`config.mk`:
```
export PLATFORM = sky130hd
export DESIGN_NAME = dmem_port_arbiter
export DESIGN_NICKNAME = d
export VERILOG_FILES = /design/src/rtl/dmem_port_arbiter.sv
export SDC_FILE = /design/constraint.sdc
export NUM_CORES = 1
export LEC_CHECK = 0
export ABC_AREA = 1
export ABC_CLOCK_PERIOD_IN_PS = 3200
export BUFFER_PORTS_ARGS = -buffer_cell sky130_fd_sc_hd__buf_4
export CAP_MARGIN = 20
export CORE_AREA = 5 5 112 114
export CTS_BUF_LIST = sky130_fd_sc_hd__clkbuf_4
export CTS_CLUSTER_DIAMETER = 60
export DETAILED_ROUTE_END_ITERATION = 16
export DIE_AREA = 0 0 117 119
export PLACE_DENSITY = 0.83
export SLEW_MARGIN = 20
export SYNTH_ARGS = -nofsm -noshare
export SYNTH_HDL_FRONTEND = slang
export SYNTH_SLANG_ARGS = --single-unit
```
`constraint.sdc`:
```
create_clock -name clk_i -period 3.2 [get_ports clk_i]
set_input_delay 0.64 -clock clk_i [delete_from_list [all_inputs] [get_ports clk_i]]
set_output_delay 0.64 -clock clk_i [all_outputs]
set_load 0.005 [all_outputs]
```
`src/rtl/dmem_port_arbiter.sv`:
```
// Data-memory port arbiter: shares one memory port between the CPU MEM stage
// and the CGRA load/store unit, and raises the pipeline stall for CPU accesses.
//
// Ports
//   clk_i, rst_i                 clock, asynchronous active-high reset
//   cpu_req_i/we_i/addr_i/wdata_i  MEM-stage access (held while stall_o is high)
//   cpu_rdata_o                  registered CPU load data
//   stall_o                      pipeline-wide stall
//   cgra_req_i/we_i/addr_i/wdata_i CGRA access (held until cgra_gnt_o)
//   cgra_gnt_o, cgra_ack_o       issue pulse, completion pulse
//   cgra_rdata_o                 registered CGRA load data
//   mem_req_o/we_o/addr_o/wdata_o  memory issue strobe and command
//   mem_rdata_i                  memory data, valid MEM_LATENCY cycles after issue
//
// MEM_LATENCY must be at least 1.

module dmem_port_arbiter #(
    parameter int MEM_LATENCY = 2
) (
    input  logic        clk_i,
    input  logic        rst_i,

    input  logic        cpu_req_i,
    input  logic        cpu_we_i,
    input  logic [31:0] cpu_addr_i,
    input  logic [31:0] cpu_wdata_i,
    output logic [31:0] cpu_rdata_o,
    output logic        stall_o,

    input  logic        cgra_req_i,
    input  logic        cgra_we_i,
    input  logic [31:0] cgra_addr_i,
    input  logic [31:0] cgra_wdata_i,
    output logic        cgra_gnt_o,
    output logic        cgra_ack_o,
    output logic [31:0] cgra_rdata_o,

    output logic        mem_req_o,
    output logic        mem_we_o,
    output logic [31:0] mem_addr_o,
    output logic [31:0] mem_wdata_o,
    input  logic [31:0] mem_rdata_i
);

    localparam int CW = $clog2(MEM_LATENCY + 1);
    localparam logic [CW-1:0] CNT_LOAD = CW'(MEM_LATENCY);
    localparam logic [CW-1:0] CNT_LAST = CW'(1);

    localparam logic OWN_CPU  = 1'b0;
    localparam logic OWN_CGRA = 1'b1;

    typedef enum logic [1:0] {
        IDLE,
        BUSY,
        DONE
    } state_t;

    state_t        state_q, state_d;
    logic          owner_q, owner_d;
    logic          last_q,  last_d;
    logic          we_q,    we_d;
    logic [CW-1:0] cnt_q,   cnt_d;
    logic [31:0]   cpu_rdata_q;
    logic [31:0]   cgra_rdata_q;

    logic          issue;
    logic          gnt_cgra;
    logic          capture;
    logic          cpu_done;

    // Round-robin pick: on a tie the requester that did not win last time
    // gets the port.
    always_comb begin
        issue    = 1'b0;
        gnt_cgra = 1'b0;
        if (state_q == IDLE) begin
            unique case ({cpu_req_i, cgra_req_i})
                2'b10: begin
                    issue = 1'b1;
                end
                2'b01: begin
                    issue    = 1'b1;
                    gnt_cgra = 1'b1;
                end
                2'b11: begin
                    issue    = 1'b1;
                    gnt_cgra = (last_q == OWN_CPU);
                end
                default: begin
                    issue = 1'b0;
                end
            endcase
        end
    end

    always_comb begin
        state_d = state_q;
        owner_d = owner_q;
        last_d  = last_q;
        we_d    = we_q;
        cnt_d   = cnt_q;
        capture = 1'b0;
        unique case (state_q)
            IDLE: begin
                if (issue) begin
                    state_d = BUSY;
                    owner_d = gnt_cgra ? OWN_CGRA : OWN_CPU;
                    last_d  = gnt_cgra ? OWN_CGRA : OWN_CPU;
                    we_d    = gnt_cgra ? cgra_we_i : cpu_we_i;
                    cnt_d   = CNT_LOAD;
                end
            end
            BUSY: begin
                cnt_d = cnt_q - CNT_LAST;
                if (cnt_q == CNT_LAST) begin
                    // Data lands on the final wait cycle; stores keep the
                    // previous load value visible.
                    capture = ~we_q;
                    state_d = DONE;
                end
            end
            DONE: begin
                state_d = IDLE;
            end
            default: begin
                state_d = IDLE;
            end
        endcase
    end

    always_ff @(posedge clk_i or posedge rst_i) begin
        if (rst_i) begin
            state_q <= IDLE;
            owner_q <= OWN_CPU;
            last_q  <= OWN_CGRA;
            we_q    <= 1'b0;
            cnt_q   <= '0;
        end else begin
            state_q <= state_d;
            owner_q <= owner_d;
            last_q  <= last_d;
            we_q    <= we_d;
            cnt_q   <= cnt_d;
        end
    end

    always_ff @(posedge clk_i or posedge rst_i) begin
        if (rst_i) begin
            cpu_rdata_q  <= '0;
            cgra_rdata_q <= '0;
        end else if (capture) begin
            if (owner_q == OWN_CPU) begin
                cpu_rdata_q <= mem_rdata_i;
            end else begin
                cgra_rdata_q <= mem_rdata_i;
            end
        end
    end

    // The CPU request seen in its own DONE cycle is the completing
    // instruction, so the stall drops there and the pipeline advances.
    assign cpu_done = (state_q == DONE) && (owner_q == OWN_CPU);

    assign stall_o    = ~rst_i & cpu_req_i & ~cpu_done;
    assign cgra_ack_o = ~rst_i & (state_q == DONE) & (owner_q == OWN_CGRA);
    assign cgra_gnt_o = ~rst_i & issue & gnt_cgra;

    assign mem_req_o   = ~rst_i & issue;
    assign mem_we_o    = mem_req_o & (gnt_cgra ? cgra_we_i : cpu_we_i);
    assign mem_addr_o  = mem_req_o ? (gnt_cgra ? cgra_addr_i : cpu_addr_i)
                                   : 32'h0;
    assign mem_wdata_o = mem_req_o ? (gnt_cgra ? cgra_wdata_i : cpu_wdata_i)
                                   : 32'h0;

    assign cpu_rdata_o  = cpu_rdata_q;
    assign cgra_rdata_o = cgra_rdata_q;

endmodule

```
==> results.py, run 1 <==
metrics = {
    "status": {
        "status": "completed",
    },
    "clock_network": {
        "clock_sinks": 71,
        "cts.hold.buffers_added": 0,
        "cts_root_buffer": "clkbuf_4",
        "postCtsSetupBuffers": 0,
        "htree_levels": 3,
        "cts_tree": "yes",
        "clk_transition_reported_paths_ps": 100,
        "clock_latency_ps": 400,
        "post_cts_resize_count": 0,
        "numCtsBuffers": 9,
        "clk_path_buf_depth": 2,
    },
    "route": {
        "drt_iter0_drc": 267,
        "wl_um": 14700,
        "dr.pass1.iters": 4,
        "drt.antenna.violating_nets": 0,
        "dr_total_vias": 4543,
        "drc": 0,
        "post_drt_via_cell_ratio": 4.29,
        "drt-wirelength-per-cell_um": 13.9,
    },
    "synthesis": {
        "synth-simple-area-share": 0.324,
        "syn-num-nets": 801,
        "yosys_warnings": 0,
        "synth_top_family_by_area": "simple AND/OR/NAND/NOR gates",
        "yosys_register_bits": 71,
        "synthCells": 634,
        "synth_xor_area_frac": 0,
        "ys_seq_area_frac": 0.420,
        "syn-mean-instance-area_um2": 6.68,
        "ys_top_cells_by_area": "dfrtp_1, nand2_1, nor2_1",
        "synth_compound_area_frac": 0.0836,
        "synthMuxAreaShare": 0,
        "synthAdderAreaFrac": 0.00295,
        "synth_cell_type_count": 20,
        "synthesis.area_um2": 4240,
        "synth_top_cell_by_area": "dfrtp_1",
        "synth.top_cell.area_share": 0.414,
    },
    "timing": {
        "period_minus_slack_ps": 2630,
        "fin_ws_ps": 565,
        "worstMarginPinSlew_ps": 873,
        "hold_viol_final": 0,
        "post-route-period-util": 0.823,
        "timing.fmax_mhz": 380,
        "skew_ps": 10.6,
        "rsz0062_at_grt": "false",
        "fin_setup_tns_ps": 0,
        "setup_viol": 0,
        "worst_slew_margin_rel": 0.418,
        "maxSlewViolCount": 0,
    },
    "setup_path": {
        "ff2ff_setup_slack_ps": 1620,
        "worst_r2r_endpoint": "cgra_rdata_o[14]$_DFFE_PP0P_",
        "critPathKind": "reg -> out",
        "path_max_fanout": 128,
        "worstPathArrival_ps": 1990,
        "required_ps": 2560,
        "cp-start-kind": "flop",
        "reg2reg_depth": 6,
        "crit_path_start": "state_q[0]$_DFFE_PP0P_",
        "rr_startpoint": "cnt_q[1]$_DFFE_PP0P_",
        "crit_path_end_kind": "primary output",
        "crit_end": "mem_addr_o[31]",
    },
    "run": {
        "maxCapViolCount": 0,
    },
    "finish": {
        "multi_input_area_um2": 1750,
        "final_common_cell": "buf_4",
        "layout-drive-gt1-share": 0.354,
        "layout.nets": 1080,
        "layout_common_cells": "buf_4, nand2_1, nor2_1, inv_1, dfrtp_1",
        "n_antenna_cell": 0,
        "regArea_um2": 1780,
        "nFillCells": 1138,
        "area_growth_pct": 53.2,
    },
    "place": {
        "dp.final_hpwl_um": 11700,
        "numPortBuffers": 298,
        "gp_congestion": 0.885,
        "pre_cts_ws_ps": 625,
    },
    "floorplanning": {
        "dieArea_um2": 13900,
        "die_h_um": 119,
        "ios": 299,
        "placementRows": 39,
        "die_w_um": 117,
        "start_util": 0.374,
        "core_area_um2": 11300,
    },
    "global_routing": {
        "track_usage": 0.198,
        "grt_max_degree": 129,
        "grt_pass1_wl_um": 21500,
        "antenna_found_initial": 0,
        "first_global_vias": 4072,
        "grt-ovfl-total": 0,
    },
    "power": {
        "power.density_nw_per_um2": 671,
        "p_leak_uw": 0.00378,
        "fin_total_pwr_uw": 4350,
        "vdd_ir_drop_max_uv": 512,
    },
    "min_path": {
        "min-delay-start": "last_q$_DFFE_PP1P_",
        "holdCritPathClass": "reg -> reg",
    },
}
==> report_power, final <==
part           internal [uW]  switching [uW]  leakage (uW)
logic                   1180            1100       0.00288
registers               1360             283      0.000844
clock network            151             282     0.0000554
total                   2690            1660       0.00378
==> layer usage <==
metal,wire (um),share of wire,GRT usage,vias to the layer above
met5,0,0,0,-
met4,346,0.024,0.0717,0
met3,1870,0.13,0.0827,21
met2,6980,0.48,0.329,189
met1,5480,0.37,0.228,1925
li1,-,-,-,2408
==> cells in the mapped netlist <==
library cell	number
o21ai_1	13
dfrtp_1	70
buf_6	18
nand4_1	2
ha_1	1
buf_2	4
a21oi_1	1
nor2_1	132
inv_2	1
nor2_4	3
dfstp_2	1
o211ai_1	1
nand2_1	204
nand2_4	4
o21ai_0	54
inv_1	109
nor3_1	1
buf_4	11
a31oi_1	1
nand3_1	3
==> metrics by stage <==
| stage | instance area [um2] | hold slack [ps] | instances | util |
|---|---|---|---|---|
| 2_1_floorplan | 4240 | 443 | 634 | - |
| 6_report | 6490 | 476 | 1058 | 0.573 |
| 5_1_grt | 6490 | 459 | 1058 | 0.573 |
| 3_5_place_dp | 6400 | 465 | 1045 | 0.565 |
| 3_3_place_gp | 6400 | 456 | 1045 | 0.565 |
| 4_1_cts | 6490 | 459 | 1058 | 0.573 |
==> layout make-up <==
cell class | instances | area share
multi-input combinational | 420 | 0.269
timing repair buffer | 301 | 0.352
sequential | 71 | 0.274
clock buffer | 10 | 0.0116
tap | 143 | 0.0276
inverter | 110 | 0.0636
clock inverter | 3 | 0.00212
==> sequential cells by signal, summed over array words and instances (netlist names) <==
register      cells
cgra_rdata_o     32
cpu_rdata_o      32
cnt_q             2
state_q           2
last_q            1
owner_q           1
we_q              1
==> critical path, stage by stage, from the launching register on <==
cell and delay (ps):
dfrtp_1 450, inv_1 90, nand2_1 80, nor2_4 130, buf_12 390, nor2_1 110, nor2_1 150, buf_4 150
==> cell families (layout without fill, tap and decap cells) <==
logic type | count (synthesis) | count (layout)
buf+inv | 143 | 424
fa+ha+maj | 1 | 1
compound gates | 70 | 70
simple gates | 349 | 349
flops | 71 | 71
==> worst min-delay path by stage <==
| stage | end | slack (ps) | depth (start not counted) |
|---|---|---|---|
| 4_1_cts | cpu_rdata_o[6]$_DFFE_PP0P_ | 460 | 3 |
| 6_report | last_q$_DFFE_PP1P_ | 480 | 2 |
| 3_5_place_dp | last_q$_DFFE_PP1P_ | 470 | 2 |
| 2_1_floorplan | last_q$_DFFE_PP1P_ | 440 | 2 |
| 3_3_place_gp | last_q$_DFFE_PP1P_ | 460 | 2 |
| 5_1_grt | cpu_rdata_o[6]$_DFFE_PP0P_ | 460 | 3 |
No activity file was read; power rests on OpenSTA's default activity.
==> inputs of run 2 (changes only) <==
--- a/config.mk
+++ b/config.mk
@@ -5,8 +5,8 @@
 export SDC_FILE = /design/constraint.sdc
 export NUM_CORES = 1
 export LEC_CHECK = 0
-export ABC_AREA = 1
-export ABC_CLOCK_PERIOD_IN_PS = 3200
+export ABC_AREA = 0
+export ABC_CLOCK_PERIOD_IN_PS = 2700
 export BUFFER_PORTS_ARGS = -buffer_cell sky130_fd_sc_hd__buf_4
 export CAP_MARGIN = 20
 export CORE_AREA = 5 5 112 114
@@ -14,7 +14,7 @@
 export CTS_CLUSTER_DIAMETER = 60
 export DETAILED_ROUTE_END_ITERATION = 16
 export DIE_AREA = 0 0 117 119
-export PLACE_DENSITY = 0.83
+export PLACE_DENSITY = 0.79
 export SLEW_MARGIN = 20
 export SYNTH_ARGS = -nofsm -noshare
 export SYNTH_HDL_FRONTEND = slang
==> constraint.sdc (replaced) <==
create_clock -name clk_i -period 2.7 [get_ports clk_i]
set_input_delay 0.54 -clock clk_i [delete_from_list [all_inputs] [get_ports clk_i]]
set_output_delay 0.54 -clock clk_i [all_outputs]
set_load 0.005 [all_outputs]
==> run 2 against run 1 <==
Synthesized cell count fell by 38%; non-clock buffer count is 3 higher; sequential share of layout area up 0.81 points; utilization decreased by 1.6 points; cell count fell by 22%; largest power group unchanged.
==> results.py, run 2 <==
metrics = {
    "status": {
        "status": "completed",
    },
    "setup_path": {
        "slowest_delay_ps": 700,
        "crit_path_end_kind": "primary output",
        "critPathKind": "reg -> out",
        "worstPathArrival_ps": 2060,
        "critPathSlowestCell": "or4_4",
        "cp-start-kind": "flop",
        "path_max_fanout": 33,
        "required_ps": 2160,
        "crit_chain": "or4_4 > a21oi_1 > buf_4",
    },
    "clock_network": {
        "clk_transition_reported_paths_ps": 100,
        "clock_sinks": 71,
        "cts_tree": "yes",
        "htree_levels": 3,
        "clock_latency_ps": 410,
        "postCtsSetupBuffers": 0,
        "clk_path_buf_depth": 2,
        "cts_root_buffer": "clkbuf_4",
        "cts.hold.buffers_added": 0,
        "numCtsBuffers": 9,
    },
    "route": {
        "drt-wirelength-per-cell_um": 18.9,
        "dr_total_vias": 4027,
        "drc": 0,
        "drt.antenna.violating_nets": 0,
        "wl_um": 15600,
        "drt_iter0_drc": 270,
        "post_drt_via_cell_ratio": 4.88,
        "dr.pass1.iters": 5,
    },
    "timing": {
        "fin_setup_tns_ps": 0,
        "skew_ps": 12.1,
        "rsz0062_at_grt": "false",
        "maxSlewViolCount": 0,
        "worstMarginPinSlew_ps": 863,
        "fin_ws_ps": 103,
        "worst_slew_margin_rel": 0.425,
        "post-route-period-util": 0.962,
        "period_minus_slack_ps": 2600,
        "hold_viol_final": 0,
        "setup_viol": 0,
        "timing.fmax_mhz": 385,
    },
    "global_routing": {
        "grt-ovfl-total": 0,
        "track_usage": 0.214,
        "grt_max_degree": 72,
        "grt_pass1_wl_um": 23200,
        "first_global_vias": 4220,
        "antenna_found_initial": 0,
    },
    "finish": {
        "stdcell_count": 825,
        "layout-drive-gt1-share": 0.575,
        "regArea_um2": 1780,
        "multi_input_area_um2": 1870,
        "nFillCells": 997,
        "n_antenna_cell": 0,
        "area_growth_pct": 66.5,
        "layout.nets": 846,
        "final_common_cell": "buf_4",
        "layout_common_cells": "buf_4, nand2_1, dfrtp_1, a21oi_1, mux2_2",
    },
    "synthesis": {
        "synth_cell_type_count": 30,
        "synthesis.area_um2": 3790,
        "synthCells": 393,
        "synth_top_cell_by_area": "dfrtp_1",
        "synth_commonest_cells": "nand2_1, dfrtp_1, a21oi_1, mux2_2, mux2_4",
        "ys_seq_area_frac": 0.469,
        "yosys_warnings": 0,
        "synth_edf_count": 0,
        "async_reset_ff_frac": 1.00,
        "yosysMostFrequentCell": "nand2_1",
        "synth.top_cell.area_share": 0.462,
        "syn-mean-instance-area_um2": 9.64,
        "ys_top_cells_by_area": "dfrtp_1, nand2_1, mux2_4",
        "ys.flop_type": "dfrtp_1",
        "syn-num-nets": 560,
        "yosys_register_bits": 71,
    },
    "place": {
        "dp.final_hpwl_um": 12200,
        "pre_cts_ws_ps": 184,
        "numPortBuffers": 298,
        "gp_congestion": 0.862,
        "dp.cells": 810,
    },
    "power": {
        "fin_total_pwr_uw": 5230,
        "power.density_nw_per_um2": 829,
        "vdd_ir_drop_max_uv": 683,
        "p_leak_uw": 0.00333,
    },
    "run": {
        "maxCapViolCount": 0,
    },
    "floorplanning": {
        "die_w_um": 117,
        "placementRows": 39,
        "dieArea_um2": 13900,
        "ios": 299,
        "core_area_um2": 11300,
        "die_h_um": 119,
        "start_util": 0.335,
    },
    "min_path": {
        "holdCritPathClass": "in -> reg",
    },
}
## run 2: repair_timing
action | CTS | global route
hold endpoints to repair | 0 | 0
cloned | 1 | 0
pin swaps | 1 | 1
gates resized for setup | 2 | 2
endpoints found under the setup margin | 32 | 4
## run 2: area by class of cell
class,instances,share of cell area
Clock buffer,10,0.0119
Clock inverter,4,0.0115
Inverter,7,0.00476
Multi-Input combinational cell,286,0.296
Sequential cell,71,0.282
Tap cell,143,0.0284
Timing Repair Buffer,304,0.366
## run 2: worst max-delay path: cells and delay by family, from the launching register on
kind	cells	cell delay, ps
AND/OR/NAND/NOR	1	700
flip-flops	1	510
buffers and inverters	1	180
AO/OA/AOI/OAI	1	250
## run 2: per-layer routing
layer	global-route usage	routed length, um
met4	0.0681	340
met5	0	0
met1	0.230	5270
met3	0.0735	1840
met2	0.389	8150
## run 2: power breakdown
| part | switching [uW] | leakage [uW] | internal (uW) |
|---|---|---|---|
| Combinational | 998 | 0.00241 | 1550 |
| Clock | 346 | 0.0000783 | 375 |
| Sequential | 362 | 0.000846 | 1600 |
| Total | 1710 | 0.00333 | 3520 |
## run 2: cell families after synthesis
kind of cell / count (synthesis) / synth area share
flip-flops: 71 / 0.469
multiplexers: 64 / 0.220
AND/OR/NAND/NOR: 143 / 0.150
AO/OA/AOI/OAI: 77 / 0.110
adder cells (fa/ha/maj): 1 / 0.00330
buffers and inverters: 37 / 0.0482
## run 2: path summary, 6_finish.rpt
kind,cells past startpoint,from,end,slack (ps)
max in group asynchronous,3,rst_i,state_q[1]$_DFFE_PP0P_,1640
min,2,cpu_req_i,last_q$_DFFE_PP1P_,340
min in group asynchronous,3,rst_i,we_q$_DFFE_PP0P_,460
max,3,state_q[1]$_DFFE_PP0P_,mem_wdata_o[20],100
max reg2reg,5,state_q[0]$_DFFE_PP0P_,cgra_rdata_o[12]$_DFFE_PP0P_,670
min reg2reg,1,cnt_q[0]$_DFFE_PP0P_,cnt_q[0]$_DFFE_PP0P_,490
## run 2: through the flow
stage | hold slack (ps) | utilization | area, um2
after floorplan | 446 | - | 3790
after global placement | 458 | 0.542 | 6140
after CTS | 295 | 0.557 | 6300
after detailed placement | 481 | 0.542 | 6140
after global routing | 300 | 0.557 | 6310
final | 339 | 0.557 | 6310
==> inputs of run 3 (changes only) <==
--- a/config.mk
+++ b/config.mk
@@ -9,12 +9,12 @@
 export ABC_CLOCK_PERIOD_IN_PS = 2700
 export BUFFER_PORTS_ARGS = -buffer_cell sky130_fd_sc_hd__buf_4
 export CAP_MARGIN = 20
-export CORE_AREA = 5 5 112 114
+export CORE_AREA = 2 2 115 117
 export CTS_BUF_LIST = sky130_fd_sc_hd__clkbuf_4
 export CTS_CLUSTER_DIAMETER = 60
 export DETAILED_ROUTE_END_ITERATION = 16
 export DIE_AREA = 0 0 117 119
-export PLACE_DENSITY = 0.79
+export PLACE_DENSITY = 0.73
 export SLEW_MARGIN = 20
 export SYNTH_ARGS = -nofsm -noshare
 export SYNTH_HDL_FRONTEND = slang
==> run 3 against run 2 <==
Sequential cell count stayed put; non-clock buffer count rose by 1; largest power group unchanged; cell count rose by 4.5%; critical path type unchanged; first-iteration DRC count increased by 26%; wire length down 6.6%; worst hold slack got worse by 7.6 ps; clock skew decreased by 3.1 ps; clock power is 5.5% higher; maximum frequency shrank 1.5%; critical path depth unchanged; via count up 0.45%; combinational power decreased by 2%.
==> results.py, run 3 (same netlist as run 2, synthesis figures left out) <==
metrics = {
    "timing": {
        "skew_ps": 9.03,
        "setup_viol": 0,
        "period_minus_slack_ps": 2640,
        "worstMarginPinSlew_ps": 882,
        "timing.fmax_mhz": 379,
        "maxSlewViolCount": 0,
        "hold_viol_final": 0,
        "hold_ws_ps": 331,
        "rsz0062_at_grt": "true",
        "fin_setup_tns_ps": 0,
        "worst_slew_margin_rel": 0.412,
        "post-route-period-util": 0.977,
    },
    "clock_network": {
        "clk_transition_reported_paths_ps": 120,
        "numCtsBuffers": 9,
        "clk_path_buf_depth": 2,
        "htree_levels": 3,
        "cts_tree": "yes",
        "cts_root_buffer": "clkbuf_4",
        "clock_sinks": 71,
        "cts.hold.buffers_added": 0,
        "clock_latency_ps": 410,
    },
    "floorplanning": {
        "dieArea_um2": 13900,
        "placementRows": 42,
        "die_h_um": 119,
        "ios": 299,
        "die_w_um": 117,
        "core_area_um2": 12900,
        "start_util": 0.294,
    },
    "finish": {
        "nFillCells": 1196,
        "layout.nets": 848,
        "n_antenna_cell": 0,
        "final_cell_area_um2": 6420,
        "stdcell_count": 862,
        "layout-drive-gt1-share": 0.585,
        "final_common_cell": "buf_4",
        "utilization": 0.499,
        "area_growth_pct": 69.5,
        "layout_common_cells": "buf_4, nand2_1, dfrtp_1, a21oi_1, mux2_2",
    },
    "power": {
        "seqPwrFrac": 0.377,
        "power.density_nw_per_um2": 815,
        "p_int_uw": 3540,
        "p_leak_uw": 0.00335,
        "vdd_ir_drop_max_uv": 590,
        "p_sw_frac": 0.324,
        "p_switching_uw": 1690,
        "comb_power_share": 0.478,
        "p_clk_frac": 0.145,
    },
    "route": {
        "wl_um": 14600,
        "drt.antenna.violating_nets": 0,
        "post_drt_via_cell_ratio": 4.69,
        "drc": 0,
        "dr_total_vias": 4045,
        "drt-wirelength-per-cell_um": 16.9,
        "dr.pass1.iters": 5,
        "drt_iter0_drc": 340,
    },
    "setup_path": {
        "crit_path_end_kind": "primary output",
        "cp-start-kind": "flop",
        "path_max_fanout": 17,
        "reg2reg_depth": 4,
        "required_ps": 2160,
        "ff2ff_setup_slack_ps": 530,
        "worstPathArrival_ps": 2100,
        "critPathKind": "reg -> out",
    },
    "global_routing": {
        "grt_max_degree": 72,
        "grt-ovfl-total": 0,
        "antenna_found_initial": 0,
        "track_usage": 0.198,
        "first_global_vias": 3857,
        "grt_pass1_wl_um": 20900,
    },
    "place": {
        "numPortBuffers": 298,
        "dpl_cell_area_um2": 6200,
        "dp.final_hpwl_um": 10900,
        "dp.cells": 844,
        "gp_congestion": 0.923,
    },
    "min_path": {
        "whs_path_depth": 2,
        "holdCritPathClass": "in -> reg",
    },
    "run": {
        "maxCapViolCount": 0,
    },
    "status": {
        "status": "completed",
    },
}
[run 3: worst paths after layout]
kind	start	end
setup / recovery	state_q[0]$_DFFE_PP0P_	mem_wdata_o[14]
hold / removal	cpu_req_i	last_q$_DFFE_PP1P_
setup reg to reg	state_q[1]$_DFFE_PP0P_	cgra_rdata_o[13]$_DFFE_PP0P_
hold reg to reg	cnt_q[0]$_DFFE_PP0P_	cnt_q[0]$_DFFE_PP0P_
max in group asynchronous	rst_i	state_q[0]$_DFFE_PP0P_
min in group asynchronous	rst_i	owner_q$_DFFE_PP0P_
[run 3: cell type report]
class,count,area [um2],share of cell area
flip-flops and latches,71,1780,0.277
inverters,7,30.0,0.00468
repair buffers,305,2330,0.362
clock buffers,10,75.1,0.0117
clock inverters,6,85.1,0.0133
well taps,176,220,0.0343
multi-input cells,287,1900,0.296
[run 3: power groups by stage]
stage	sequential, uW	clock (uW)	combinational [uW]
after global placement	1930	0	2440
after floorplan	1920	0	1140
after detailed placement	1970	0	2500
after CTS	1980	783	2530
after global routing	2040	826	2690
final	1970	761	2500
[run 3: through the flow]
step	power [uW]	setup slack (ps)
floorplan	3060	330
global placement	4380	-3.22
detailed placement	4460	-10.2
CTS	5290	18.7
global route	5560	-41.5
finish	5230	63.2
[run 3: timing repair]
action                                  in CTS  in global routing
pin swaps                                    1                  0
resized for setup                           10                  2
endpoints found under the setup margin      65                 18
buffers inserted                             0                  0
gates cloned                                 2                  0
[run 3: worst max-delay path, stage by stage, from the launching register on]
cell and delay (ps):
dfrtp_2 530, or4_4 700, a21oi_2 280, buf_4 160
[run 3: layer usage]
layer / routed length [um] / share of wire / vias to the layer above / track usage
met2: 7120 / 0.49 / 219 / 0.324
met5: 0 / 0 / - / 0
met1: 6000 / 0.41 / 1908 / 0.257
li1: - / - / 1905 / -
met4: 142 / 0.0097 / 0 / 0.0485
met3: 1310 / 0.090 / 13 / 0.0575
